File: src/rtl/itch_pkg.sv
// Shared ITCH message definitions: order/side/stock encodings, wire byte constants
// and frame lengths, used by both the encoder and the parser.
package itch_pkg;

    typedef enum logic [1:0] {
        ORD_ADD     = 2'd0,
        ORD_CANCEL  = 2'd1,
        ORD_EXECUTE = 2'd2,
        ORD_BAD     = 2'd3
    } order_t;

    typedef enum logic {
        TRADE_BUY  = 1'b0,
        TRADE_SELL = 1'b1
    } trade_t;

    typedef enum logic [1:0] {
        STK_AAPL  = 2'd0,
        STK_AMZN  = 2'd1,
        STK_MSFT  = 2'd2,
        STK_GOOGL = 2'd3
    } stock_t;

    localparam logic [7:0] MSG_ADD     = 8'h41;
    localparam logic [7:0] MSG_CANCEL  = 8'h58;
    localparam logic [7:0] MSG_EXECUTE = 8'h45;

    localparam logic [7:0] SIDE_BUY  = 8'h42;
    localparam logic [7:0] SIDE_SELL = 8'h53;

    localparam logic [63:0] ASCII_AAPL  = 64'h4141504C20202020;
    localparam logic [63:0] ASCII_AMZN  = 64'h414D5A4E20202020;
    localparam logic [63:0] ASCII_MSFT  = 64'h4D53465420202020;
    localparam logic [63:0] ASCII_GOOGL = 64'h474F4F474C202020;

    localparam logic [2:0] LEN_ADD     = 3'd7;
    localparam logic [2:0] LEN_EXECUTE = 3'd4;
    localparam logic [2:0] LEN_CANCEL  = 3'd3;

    typedef struct packed {
        order_t      otype;
        stock_t      stock;
        trade_t      side;
        logic [31:0] oid;
        logic [31:0] px;
        logic [15:0] qty;
        logic [31:0] ts;
    } order_rec_t;

    function automatic logic [2:0] frame_len(order_t t);
        case (t)
            ORD_ADD:     return LEN_ADD;
            ORD_CANCEL:  return LEN_CANCEL;
            ORD_EXECUTE: return LEN_EXECUTE;
            default:     return 3'd0;
        endcase
    endfunction

    function automatic logic [7:0] msg_byte(order_t t);
        case (t)
            ORD_ADD:     return MSG_ADD;
            ORD_CANCEL:  return MSG_CANCEL;
            ORD_EXECUTE: return MSG_EXECUTE;
            default:     return 8'h00;
        endcase
    endfunction

endpackage

File: src/rtl/itch_symbol_rom.sv
// Stock code to 8-byte space-padded ASCII ticker lookup (purely combinational).
module itch_symbol_rom
    import itch_pkg::*;
(
    input  logic [1:0]  stock,
    output logic [63:0] ascii
);

    always_comb begin
        ascii = ASCII_AAPL;
        case (stock_t'(stock))
            STK_AAPL:  ascii = ASCII_AAPL;
            STK_AMZN:  ascii = ASCII_AMZN;
            STK_MSFT:  ascii = ASCII_MSFT;
            STK_GOOGL: ascii = ASCII_GOOGL;
            default:   ascii = ASCII_AAPL;
        endcase
    end

endmodule

File: src/rtl/itch_encoder.sv
// Order event to ITCH word-stream encoder: captures an order with a timestamp,
// then streams 3/4/7 big-endian 32-bit beats over valid/ready.
module itch_encoder
    import itch_pkg::*;
#(
    parameter int         REG_WIDTH = 32,
    parameter logic [7:0] PAD_BYTE  = 8'h00
) (
    input  logic                 i_clk,
    input  logic                 i_rst_n,
    input  logic                 i_order_valid,
    output logic                 o_order_ready,
    input  logic [1:0]           i_order_type,
    input  logic [1:0]           i_stock_symbol,
    input  logic [31:0]          i_order_id,
    input  logic [31:0]          i_price,
    input  logic [15:0]          i_quantity,
    input  logic                 i_trade_type,
    output logic [REG_WIDTH-1:0] o_word,
    output logic                 o_word_valid,
    input  logic                 i_word_ready,
    output logic                 o_word_last,
    output logic                 o_err
);

    typedef enum logic {ST_IDLE, ST_SEND} state_t;

    state_t         state, state_n;
    logic [31:0]    ts;
    order_rec_t     in_rec, cap, src;
    logic [2:0]     beat, beat_n;
    logic [63:0]    sym_ascii;
    logic           accept_ok, accept_bad, frame_done, beat_done;
    logic [REG_WIDTH-1:0] word_n;
    logic [7:0]     type_b, side_b;
    logic [31:0]    sh, px;
    logic [63:0]    stk;

    always_comb begin
        in_rec.otype = order_t'(i_order_type);
        in_rec.stock = stock_t'(i_stock_symbol);
        in_rec.side  = trade_t'(i_trade_type);
        in_rec.oid   = i_order_id;
        in_rec.px    = i_price;
        in_rec.qty   = i_quantity;
        in_rec.ts    = ts;
    end

    // Beat 0 is built straight from the inputs so it can be registered on the accept edge.
    assign src       = (state == ST_IDLE) ? in_rec : cap;
    assign beat_done = o_word_valid & i_word_ready;
    assign beat_n    = accept_ok ? 3'd0 : beat + 3'd1;

    itch_symbol_rom u_rom (
        .stock (src.stock),
        .ascii (sym_ascii)
    );

    always_ff @(posedge i_clk or negedge i_rst_n) begin
        if (!i_rst_n) state <= ST_IDLE;
        else          state <= state_n;
    end

    always_comb begin
        state_n       = state;
        accept_ok     = 1'b0;
        accept_bad    = 1'b0;
        frame_done    = 1'b0;
        o_order_ready = (state == ST_IDLE);
        case (state)
            ST_IDLE: begin
                if (i_order_valid) begin
                    if (order_t'(i_order_type) == ORD_BAD) begin
                        accept_bad = 1'b1;
                    end else begin
                        accept_ok = 1'b1;
                        state_n   = ST_SEND;
                    end
                end
            end
            ST_SEND: begin
                if (beat_done && o_word_last) begin
                    frame_done = 1'b1;
                    state_n    = ST_IDLE;
                end
            end
            default: state_n = ST_IDLE;
        endcase
    end

    // Fields absent from a shorter message type go out as PAD.
    always_comb begin
        type_b = msg_byte(src.otype);
        side_b = (src.otype == ORD_ADD) ?
                 ((src.side == TRADE_SELL) ? SIDE_SELL : SIDE_BUY) : PAD_BYTE;
        sh     = (src.otype == ORD_CANCEL) ? {4{PAD_BYTE}} : {16'h0000, src.qty};
        stk    = (src.otype == ORD_ADD) ? sym_ascii : {8{PAD_BYTE}};
        px     = (src.otype == ORD_ADD) ? src.px : {4{PAD_BYTE}};
        case (beat_n)
            3'd0:    word_n = {type_b, src.ts[31:8]};
            3'd1:    word_n = {src.ts[7:0], src.oid[31:8]};
            3'd2:    word_n = {src.oid[7:0], side_b, sh[31:16]};
            3'd3:    word_n = {sh[15:0], stk[63:48]};
            3'd4:    word_n = stk[47:16];
            3'd5:    word_n = {stk[15:0], px[31:16]};
            3'd6:    word_n = {px[15:0], PAD_BYTE, PAD_BYTE};
            default: word_n = '0;
        endcase
    end

    always_ff @(posedge i_clk or negedge i_rst_n) begin
        if (!i_rst_n) begin
            ts           <= '0;
            cap          <= '0;
            beat         <= '0;
            o_word       <= '0;
            o_word_valid <= 1'b0;
            o_word_last  <= 1'b0;
            o_err        <= 1'b0;
        end else begin
            ts    <= ts + 32'd1;
            o_err <= accept_bad;
            if (accept_ok) begin
                cap          <= in_rec;
                beat         <= '0;
                o_word       <= word_n;
                o_word_valid <= 1'b1;
                o_word_last  <= 1'b0;
            end else if (frame_done) begin
                beat         <= '0;
                o_word       <= '0;
                o_word_valid <= 1'b0;
                o_word_last  <= 1'b0;
            end else if (beat_done) begin
                beat        <= beat_n;
                o_word      <= word_n;
                o_word_last <= (beat_n == frame_len(cap.otype) - 3'd1);
            end
        end
    end

endmodule

File: config.mk
export PLATFORM = sky130hd
export DESIGN_NAME = itch_encoder
export DESIGN_NICKNAME = d
export VERILOG_FILES = /design/src/rtl/itch_pkg.sv /design/src/rtl/itch_symbol_rom.sv /design/src/rtl/itch_encoder.sv
export SDC_FILE = /design/constraint.sdc
export NUM_CORES = 1
export LEC_CHECK = 0
export ABC_AREA = 1
export CORE_MARGIN = 4
export CORE_UTILIZATION = 60
export DETAILED_ROUTE_END_ITERATION = 16
export PLACE_DENSITY = 0.83
export SLEW_MARGIN = 10
export SYNTH_ARGS = -nofsm -noshare
export SYNTH_HDL_FRONTEND = slang
export SYNTH_SLANG_ARGS = --single-unit
File: constraint.sdc
create_clock -name i_clk -period 4.6 [get_ports i_clk]
set_input_delay 0.46 -clock i_clk [delete_from_list [all_inputs] [get_ports i_clk]]
set_output_delay 0.46 -clock i_clk [all_outputs]
set_load 0.05 [all_outputs]
==> results of run 1 <==
## cells in the final DEF (no fill, tap or decap), drive strengths merged, types with 2 or more instances in the layout
cell,synthesis,routed
a21boi,6,6
bufinv,0,3
nand4,14,14
xor2,30,30
o21ai,171,171
or2,3,3
nor3,25,25
inv,128,132
clkbuf,19,19
nor2,160,160
and2,2,2
ha,4,4
nand2,533,533
a21oi,39,39
clkinvlp,0,4
nand3,48,48
mux2i,2,2
buf,49,9
clkdlybuf4s50,0,123
dfrtp,188,188
o211ai,2,2
## cell families (layout without fill, tap and decap cells)
kind of cell    count (synthesis)  count (layout)  share of synthesized area, %
compound gates                219             219                          11.0
xor+xnor                       31              31                          2.66
fa+ha+maj                       4               4                         0.490
buf+inv                       196             291                          8.16
flops                         188             188                          46.1
mux                             2               2                         0.196
simple gates                  786             786                          31.5
## through the flow
stage | std cells | utilization (%)
after floorplan | 1426 | -
after global placement | 1710 | 68.9
after detailed placement | 1710 | 68.9
after CTS | 1741 | 72.5
after global routing | 1741 | 72.5
final | 1741 | 72.5
## metal layers
layer  GRT usage, %  vias up  routed length [µm]
met1           39.8     4464               11900
met5              0        -                   0
li1               -     4630                   -
met4           9.72        0                 828
met3           6.04       64                1860
met2           50.7      376               14200
## synthesized netlist by cell type, drive strengths merged
library cell    n
nor3           25
ha              4
mux2i           2
o211ai          2
nor4            1
a21oi          39
clkbuf         19
a21boi          6
or2             3
nor2          160
buf            49
nand4          14
o21ai         171
o22ai           1
and2            2
nand2         533
xnor2           1
inv           128
nand3          48
xor2           30
dfrtp         188
## registers in the layout, summed over array words and instances, names as in the netlist
name and flops:
cap 117, o_err 1, state 1, o_word_valid 1
ts 32, o_word_last 1, o_word 32, beat 3
## worst max-delay path by stage
stage / endpoint / slack, ns / depth (start not counted)
2_1_floorplan: o_word[13] / 2.82 / 9
3_3_place_gp: o_word[18] / 1.41 / 11
3_5_place_dp: o_word[18] / 1.35 / 10
4_1_cts: o_word[18] / 1.31 / 10
5_1_grt: o_word[18] / 0.95 / 10
6_report: o_word[6] / 1.22 / 10
## power by group through the flow
stage / Clock, mW / Combinational [mW] / Sequential, mW
after global placement: 0 / 3.30 / 2.57
after global routing: 1.63 / 3.79 / 2.64
final: 1.55 / 3.42 / 2.58
after detailed placement: 0 / 3.38 / 2.59
after floorplan: 0 / 2.22 / 2.79
after CTS: 1.55 / 3.40 / 2.57
## final cells by class
cell class / count / share of cell area, %
Clock buffer: 19 / 3.67
Sequential cell: 188 / 39.0
Tap cell: 220 / 2.28
Clock inverter: 12 / 1.35
Timing Repair Buffer: 132 / 10.9
Multi-Input combinational cell: 1042 / 38.8
Inverter: 128 / 4.00
==> reports/metrics.json, run 1 <==
{
  "route.final.wire_length": {"value": 28800, "unit": "µm"},
  "max_cap_viol_count": {"value": 0},
  "critical_path.cell_chain": {"value": "inv_4, nand3_4, nand2_2, nor2_4, nand2_1, nor2_1, nor2_1, nand2_1, nand2_1, nand2_1"},
  "grt_overflow_total": {"value": 0},
  "timing.rr.start": {"value": "state"},
  "area_of_the_multi_input_gates": {"value": 0.00468, "unit": "mm²"},
  "setup-violations-final": {"value": 0},
  "slew_violations": {"value": 0},
  "timing_worst_setup_path_type": {"value": "register to register"},
  "global_route_wire_length_before_repair": {"value": 47200, "unit": "µm"},
  "worst-endpoint-arrival": {"value": 3.75, "unit": "ns"},
  "layout-drive-gt1-share": {"value": 4.67, "unit": "%"},
  "synth_largest_area_cell": {"value": "sky130_fd_sc_hd__dfrtp_1"},
  "syn-num-nets": {"value": 1519},
  "crit_top_cell": {"value": "sky130_fd_sc_hd__nand2_1"},
  "portion_of_total_power_attributed_to_the_clock_network": {"value": 20.5, "unit": "%"},
  "path_buf_inv": {"value": 1},
  "clkTransAtPathRegs": {"value": 0.07, "unit": "ns"},
  "whs": {"value": 0.167, "unit": "ns"},
  "die_height": {"value": 138, "unit": "µm"},
  "ctsHtreeMaxLevel": {"value": 4},
  "critical_path.max_fanout": {"value": 69},
  "nFillCells": {"value": 1378},
  "cts.root.buffer_cell": {"value": "sky130_fd_sc_hd__clkbuf_16"},
  "tns": {"value": 0, "unit": "ns"},
  "worstMarginPinSlew": {"value": 1.04, "unit": "ns"},
  "slowest_cell_on_the_critical_path": {"value": "sky130_fd_sc_hd__dfrtp_4"},
  "num_ports": {"value": 125},
  "syn-mean-instance-area": {"value": 7.16, "unit": "µm²"},
  "number_of_placement_rows": {"value": 47},
  "route.vias.total": {"value": 9534},
  "synth.distinct_cells": {"value": 36},
  "power_frac_seq": {"value": 34.1, "unit": "%"},
  "hp-class": {"value": "primary input to async pin"},
  "cp-startpoint": {"value": "state"},
  "post-route-cell-area": {"value": 0.0121, "unit": "mm²"},
  "total_leakage_power": {"value": 5.95, "unit": "nW"},
  "ff2ff_setup_slack": {"value": 1.22, "unit": "ns"},
  "dr.first_iter.drc_count": {"value": 1028},
  "worst-endpoint-required": {"value": 4.97, "unit": "ns"},
  "worstSkewPairLatency": {"value": 0.44, "unit": "ns"},
  "cts_inserted_buffers": {"value": 17},
  "cts_resized": {"value": 0},
  "synth-seq-area-share": {"value": 46.1, "unit": "%"},
  "grt_use_total": {"value": 30.2, "unit": "%"},
  "vias_in_the_first_global_route": {"value": 9144},
  "die-area": {"value": 0.0192, "unit": "mm²"},
  "remaining_drc_errors": {"value": 0},
  "category_of_the_worst_setup_path_capture_point": {"value": "register"},
  "worst_r2r_path_depth": {"value": 10},
  "power_density": {"value": 625, "unit": "mW/mm²"},
  "nNetsFinal": {"value": 1602},
  "ant_nets": {"value": 0},
  "timing.clock.skew": {"value": 0.0136, "unit": "ns"},
  "syn2layout_area_growth": {"value": 18.2, "unit": "%"},
  "post-layout-total-power": {"value": 7.55, "unit": "mW"},
  "post_dp_cell_area": {"value": 0.0115, "unit": "mm²"},
  "status": {"value": "finished clean"},
  "design.core.area": {"value": 0.0166, "unit": "mm²"},
  "crit_path_setup_slack_layout": {"value": 1.22, "unit": "ns"},
  "synth_warnings": {"value": 0},
  "r2r-end": {"value": "o_word[6]"},
  "power.share.switching": {"value": 45.4, "unit": "%"},
  "final-hold-violation-count": {"value": 0},
  "cellInternalPower": {"value": 4.12, "unit": "mW"},
  "critical_path.max_stage_delay": {"value": 0.87, "unit": "ns"},
  "slew-limit-headroom": {"value": 30.9, "unit": "%"},
  "syn_inst": {"value": 1426},
  "cp-start-kind": {"value": "register"},
  "io_buffer_count": {"value": 124},
  "p_switching": {"value": 3.43, "unit": "mW"},
  "hold_buffer_count_at_cts": {"value": 0},
  "cts_tree": {"value": "yes"},
  "power.share.combinational": {"value": 45.3, "unit": "%"},
  "regArea": {"value": 0.00471, "unit": "mm²"},
  "grt_setup_unrepaired": {"value": "false"},
  "routed_via_density": {"value": 5.48},
  "max_clock_freq": {"value": 296, "unit": "MHz"},
  "hpwlAfterDp": {"value": 20400, "unit": "µm"},
  "numClockSinks": {"value": 188},
  "final.min_clock_period": {"value": 3.38, "unit": "ns"},
  "cts.repair_timing.setup_buffer_count": {"value": 0},
  "synth_area_leaders": {"value": "sky130_fd_sc_hd__dfrtp_1, sky130_fd_sc_hd__nand2_1, sky130_fd_sc_hd__o21ai_0"},
  "critical-path-top-delay-family": {"value": "simple AND/OR/NAND/NOR gates"},
  "cts-root-to-sink-buffers": {"value": 2},
  "grt_max_degree": {"value": 118},
  "yosys_register_bits": {"value": 188},
  "drt-pass1-iter-count": {"value": 5},
  "finalCritPeriodShare": {"value": 73.4, "unit": "%"},
  "netlist_area_pre_place": {"value": 0.0102, "unit": "mm²"},
  "worst_ir_drop_vdd": {"value": 0.325, "unit": "mV"},
  "number_of_antenna_violations_at_the_first_check_in_global_routing": {"value": 0},
  "dp_slack": {"value": 1.35, "unit": "ns"},
  "globalplace.congestion": {"value": 0.936},
  "route.detailed.wl_per_inst": {"value": 16.5, "unit": "µm"},
  "diodes": {"value": 0},
  "horiz_die_dim": {"value": 138, "unit": "µm"},
  "initial_core_util": {"value": 61.4, "unit": "%"},
  "yosys.area.top_type_share": {"value": 46.1, "unit": "%"}
}
No activity file was read; power rests on OpenSTA's default activity.
==> inputs of run 2 (changes only) <==
--- a/config.mk
+++ b/config.mk
@@ -7,9 +7,9 @@
 export LEC_CHECK = 0
 export ABC_AREA = 1
 export CORE_MARGIN = 4
-export CORE_UTILIZATION = 60
+export CORE_UTILIZATION = 56
 export DETAILED_ROUTE_END_ITERATION = 16
-export PLACE_DENSITY = 0.83
+export PLACE_DENSITY = 0.78
 export SLEW_MARGIN = 10
 export SYNTH_ARGS = -nofsm -noshare
 export SYNTH_HDL_FRONTEND = slang
==> constraint.sdc (replaced) <==
create_clock -name i_clk -period 3.18 [get_ports i_clk]
set_input_delay 0.318 -clock i_clk [delete_from_list [all_inputs] [get_ports i_clk]]
set_output_delay 0.318 -clock i_clk [all_outputs]
set_load 0.05 [all_outputs]
==> run 2 against run 1 <==
Clock skew down 0.0050 ns. Sequential cell count is the same. Total power rose by 45%. Setup slack worse by 0.71 ns. Largest power group unchanged. Hold slack better by 0.28 ns. Clock power grew 40%. Sequential share of layout area is 0.21 points lower. Design area increased by 0.55%. Critical path depth grew 1. Register-to-register slack worse by 0.71 ns. Clock-buffer cell count fell by 1. First-iteration DRC count increased by 11%.
==> reports/metrics.json, run 2 (synthesis results as in run 1) <==
{
  "cts.root.buffer_cell": {"value": "sky130_fd_sc_hd__clkbuf_16"},
  "slew_violations": {"value": 0, "change": "unchanged"},
  "cts-root-to-sink-buffers": {"value": 2, "change": "unchanged"},
  "grt_max_degree": {"value": 133, "change": "+13%"},
  "worst_r2r_path_depth": {"value": 11, "change": "+1"},
  "dr.first_iter.drc_count": {"value": 1136, "change": "+11%"},
  "max_cap_viol_count": {"value": 0, "change": "unchanged"},
  "category_of_the_worst_setup_path_capture_point": {"value": "register"},
  "nNetsFinal": {"value": 1607, "change": "+0.31%"},
  "ff2ff_setup_slack": {"value": 0.51, "unit": "ns", "change": "-0.71 ns"},
  "worst_ir_drop_vdd": {"value": 1.58, "unit": "mV", "change": "+390%"},
  "whs": {"value": 0.445, "unit": "ns", "change": "+0.278 ns"},
  "diodes": {"value": 0, "change": "unchanged"},
  "route.vias.total": {"value": 9648, "change": "+1.2%"},
  "utilization": {"value": 67.6, "unit": "%", "change": "-5.0 points"},
  "global_route_wire_length_before_repair": {"value": 45600, "unit": "µm", "change": "-3.2%"},
  "horiz_die_dim": {"value": 143, "unit": "µm", "change": "+3.3%"},
  "num_ports": {"value": 125, "change": "unchanged"},
  "final.min_clock_period": {"value": 2.67, "unit": "ns", "change": "-0.707 ns"},
  "r2r-end": {"value": "o_word[2]"},
  "routed_via_density": {"value": 5.49, "change": "+0.33%"},
  "largest-register": {"value": "cap"},
  "dr.max_layer_used": {"value": "met4"},
  "numClockSinks": {"value": 188, "change": "unchanged"},
  "detail_route.wirelength.met1": {"value": 12000, "unit": "µm", "change": "+1.2%"},
  "syn2layout_area_growth": {"value": 18.8, "unit": "%"},
  "die-area": {"value": 0.0205, "unit": "mm²", "change": "+6.7%"},
  "worst-endpoint-required": {"value": 3.56, "unit": "ns", "change": "-1.41 ns"},
  "initial_core_util": {"value": 56.9, "unit": "%", "change": "-4.5 points"},
  "worstSkewPairLatency": {"value": 0.44, "unit": "ns", "change": "about the same"},
  "die_height": {"value": 143, "unit": "µm", "change": "+3.3%"},
  "critical_path.max_stage_delay": {"value": 0.54, "unit": "ns", "change": "-0.33 ns"},
  "design.core.area": {"value": 0.0180, "unit": "mm²", "change": "+7.9%"},
  "slew-limit-headroom": {"value": 50.0, "unit": "%", "change": "+19 points"},
  "worstMarginPinSlew": {"value": 0.750, "unit": "ns", "change": "-0.286 ns"},
  "setup-violations-final": {"value": 0, "change": "unchanged"},
  "tns": {"value": 0, "unit": "ns", "change": "unchanged"},
  "ctsHtreeMaxLevel": {"value": 4, "change": "unchanged"},
  "dr_wl_met2": {"value": 13900, "unit": "µm", "change": "-2.4%"},
  "vias_in_the_first_global_route": {"value": 8956, "change": "-2.1%"},
  "cts_inserted_buffers": {"value": 17, "change": "unchanged"},
  "timing.rr.start": {"value": "state"},
  "grt_overflow_total": {"value": 0, "change": "unchanged"},
  "critical_path.cell_chain": {"value": "inv_4, nand2_1, nand2_1, nand2_2, nor2_4, nand2_1, nor2_1, nor2_1, nand2_1, nand2_1, nand2_1"},
  "power_density": {"value": 901, "unit": "mW/mm²", "change": "+44%"},
  "nFillCells": {"value": 1517, "change": "+10%"},
  "remaining_drc_errors": {"value": 0, "change": "unchanged"},
  "timing_worst_setup_path_type": {"value": "register to register"},
  "number_of_placement_rows": {"value": 49, "change": "+4.3%"},
  "post-place-cells": {"value": 1723, "change": "+0.76%"},
  "hpwlAfterDp": {"value": 20500, "unit": "µm", "change": "+0.55%"},
  "post_dp_cell_area": {"value": 0.0115, "unit": "mm²", "change": "+0.60%"},
  "max_clock_freq": {"value": 374, "unit": "MHz", "change": "+26%"},
  "largest_register_ff_count": {"value": 117, "change": "unchanged"},
  "crit_top_cell": {"value": "sky130_fd_sc_hd__nand2_1"},
  "finalCritPeriodShare": {"value": 84.0, "unit": "%", "change": "+11 points"},
  "reg.largest.list": {"value": "cap (117), o_word (32), ts (32)"},
  "layout.cells.most_common_list": {"value": "sky130_fd_sc_hd__nand2_1, sky130_fd_sc_hd__dfrtp_1, sky130_fd_sc_hd__o21ai_0"},
  "whs_path_depth": {"value": 3},
  "grt_use_total": {"value": 28.4, "unit": "%", "change": "-1.8 points"},
  "cts_resized": {"value": 0, "change": "unchanged"},
  "ant_nets": {"value": 0, "change": "unchanged"},
  "timing.hold.worst_endpoint": {"value": "cap[74]"},
  "layout-drive-gt1-share": {"value": 5.04, "unit": "%", "change": "+0.37 points"},
  "hp-class": {"value": "primary input to register"},
  "drt-pass1-iter-count": {"value": 8, "change": "+3"},
  "finalNonFillerCells": {"value": 1756, "change": "+0.86%"},
  "mostFrequentLayoutCell": {"value": "sky130_fd_sc_hd__nand2_1"},
  "cp-start-kind": {"value": "register"},
  "worst-endpoint-arrival": {"value": 3.05, "unit": "ns", "change": "-0.70 ns"},
  "route.detailed.wl_per_inst": {"value": 16.5, "unit": "µm", "change": "-0.28%"},
  "wl_met3": {"value": 2180, "unit": "µm", "change": "+17%"},
  "final-hold-violation-count": {"value": 0, "change": "unchanged"},
  "min-delay-start": {"value": "i_price[26]"},
  "route.final.wire_length": {"value": 29000, "unit": "µm", "change": "+0.58%"},
  "critical_path.max_fanout": {"value": 33, "change": "-52%"},
  "number_of_antenna_violations_at_the_first_check_in_global_routing": {"value": 0, "change": "unchanged"},
  "cts_tree": {"value": "yes"},
  "io_buffer_count": {"value": 124, "change": "unchanged"},
  "timing.clock.skew": {"value": 0.00859, "unit": "ns", "change": "-0.00505 ns"},
  "clkTransAtPathRegs": {"value": 0.07, "unit": "ns", "change": "about the same"},
  "grt_setup_unrepaired": {"value": "false"},
  "status": {"value": "finished clean"},
  "globalplace.congestion": {"value": 0.941, "change": "+0.50%"},
  "post-route-cell-area": {"value": 0.0121, "unit": "mm²", "change": "+0.55%"},
  "total_leakage_power": {"value": 5.99, "unit": "nW", "change": "+0.68%"},
  "slowest_cell_on_the_critical_path": {"value": "sky130_fd_sc_hd__dfrtp_4"}
}
-- run 2: critical path: cells and delay by family (launching register included) --
family / cells / cell delay (ns)
AND/OR/NAND/NOR: 10 / 1.68
flip-flops: 1 / 0.54
buffers and inverters: 1 / 0.36
-- run 2: what timing repair did --
action / CTS / global route
endpoints found under the hold margin: 83 / 0
setup buffers: 0 / 0
hold buffers: 1 / 0
-- run 2: area by class of cell --
type	instances	area [µm²]	area share, %
timing repair buffer	137	1380	11.4
clock buffer	18	439	3.62
sequential	188	4710	38.8
tap	229	287	2.36
clock inverter	14	154	1.27
multi-input combinational	1042	4680	38.6
inverter	128	483	3.98
-- run 2: report_power, final --
group	internal [mW]	switching [mW]
registers	3.17	0.454
clock network	1.14	1.03
logic	1.57	3.58
-- run 2: layer usage --
metal	track usage, %	vias up
li1	-	4634
met1	38.7	4526
met2	46.8	416
met3	4.29	72
met4	9.80	0
met5	0	-
-- run 2: worst max-delay path by stage --
stage	to	cells after the start	startpoint	slack (ns)
2_1_floorplan	o_word[13]	9	state	1.40
3_3_place_gp	o_word[1]	11	i_order_type[0]	0.54
3_5_place_dp	o_word[1]	11	i_order_type[1]	0.50
4_1_cts	o_word[2]	11	state	0.62
5_1_grt	o_word[2]	11	state	0.44
6_report	o_word[2]	11	state	0.51
-- run 2: metrics by stage --
step | power [mW] | setup WS (ns)
2_1_floorplan | 7.25 | 1.40
3_3_place_gp | 8.55 | 0.542
3_5_place_dp | 8.70 | 0.496
4_1_cts | 10.9 | 0.618
5_1_grt | 11.6 | 0.442
6_report | 10.9 | 0.509
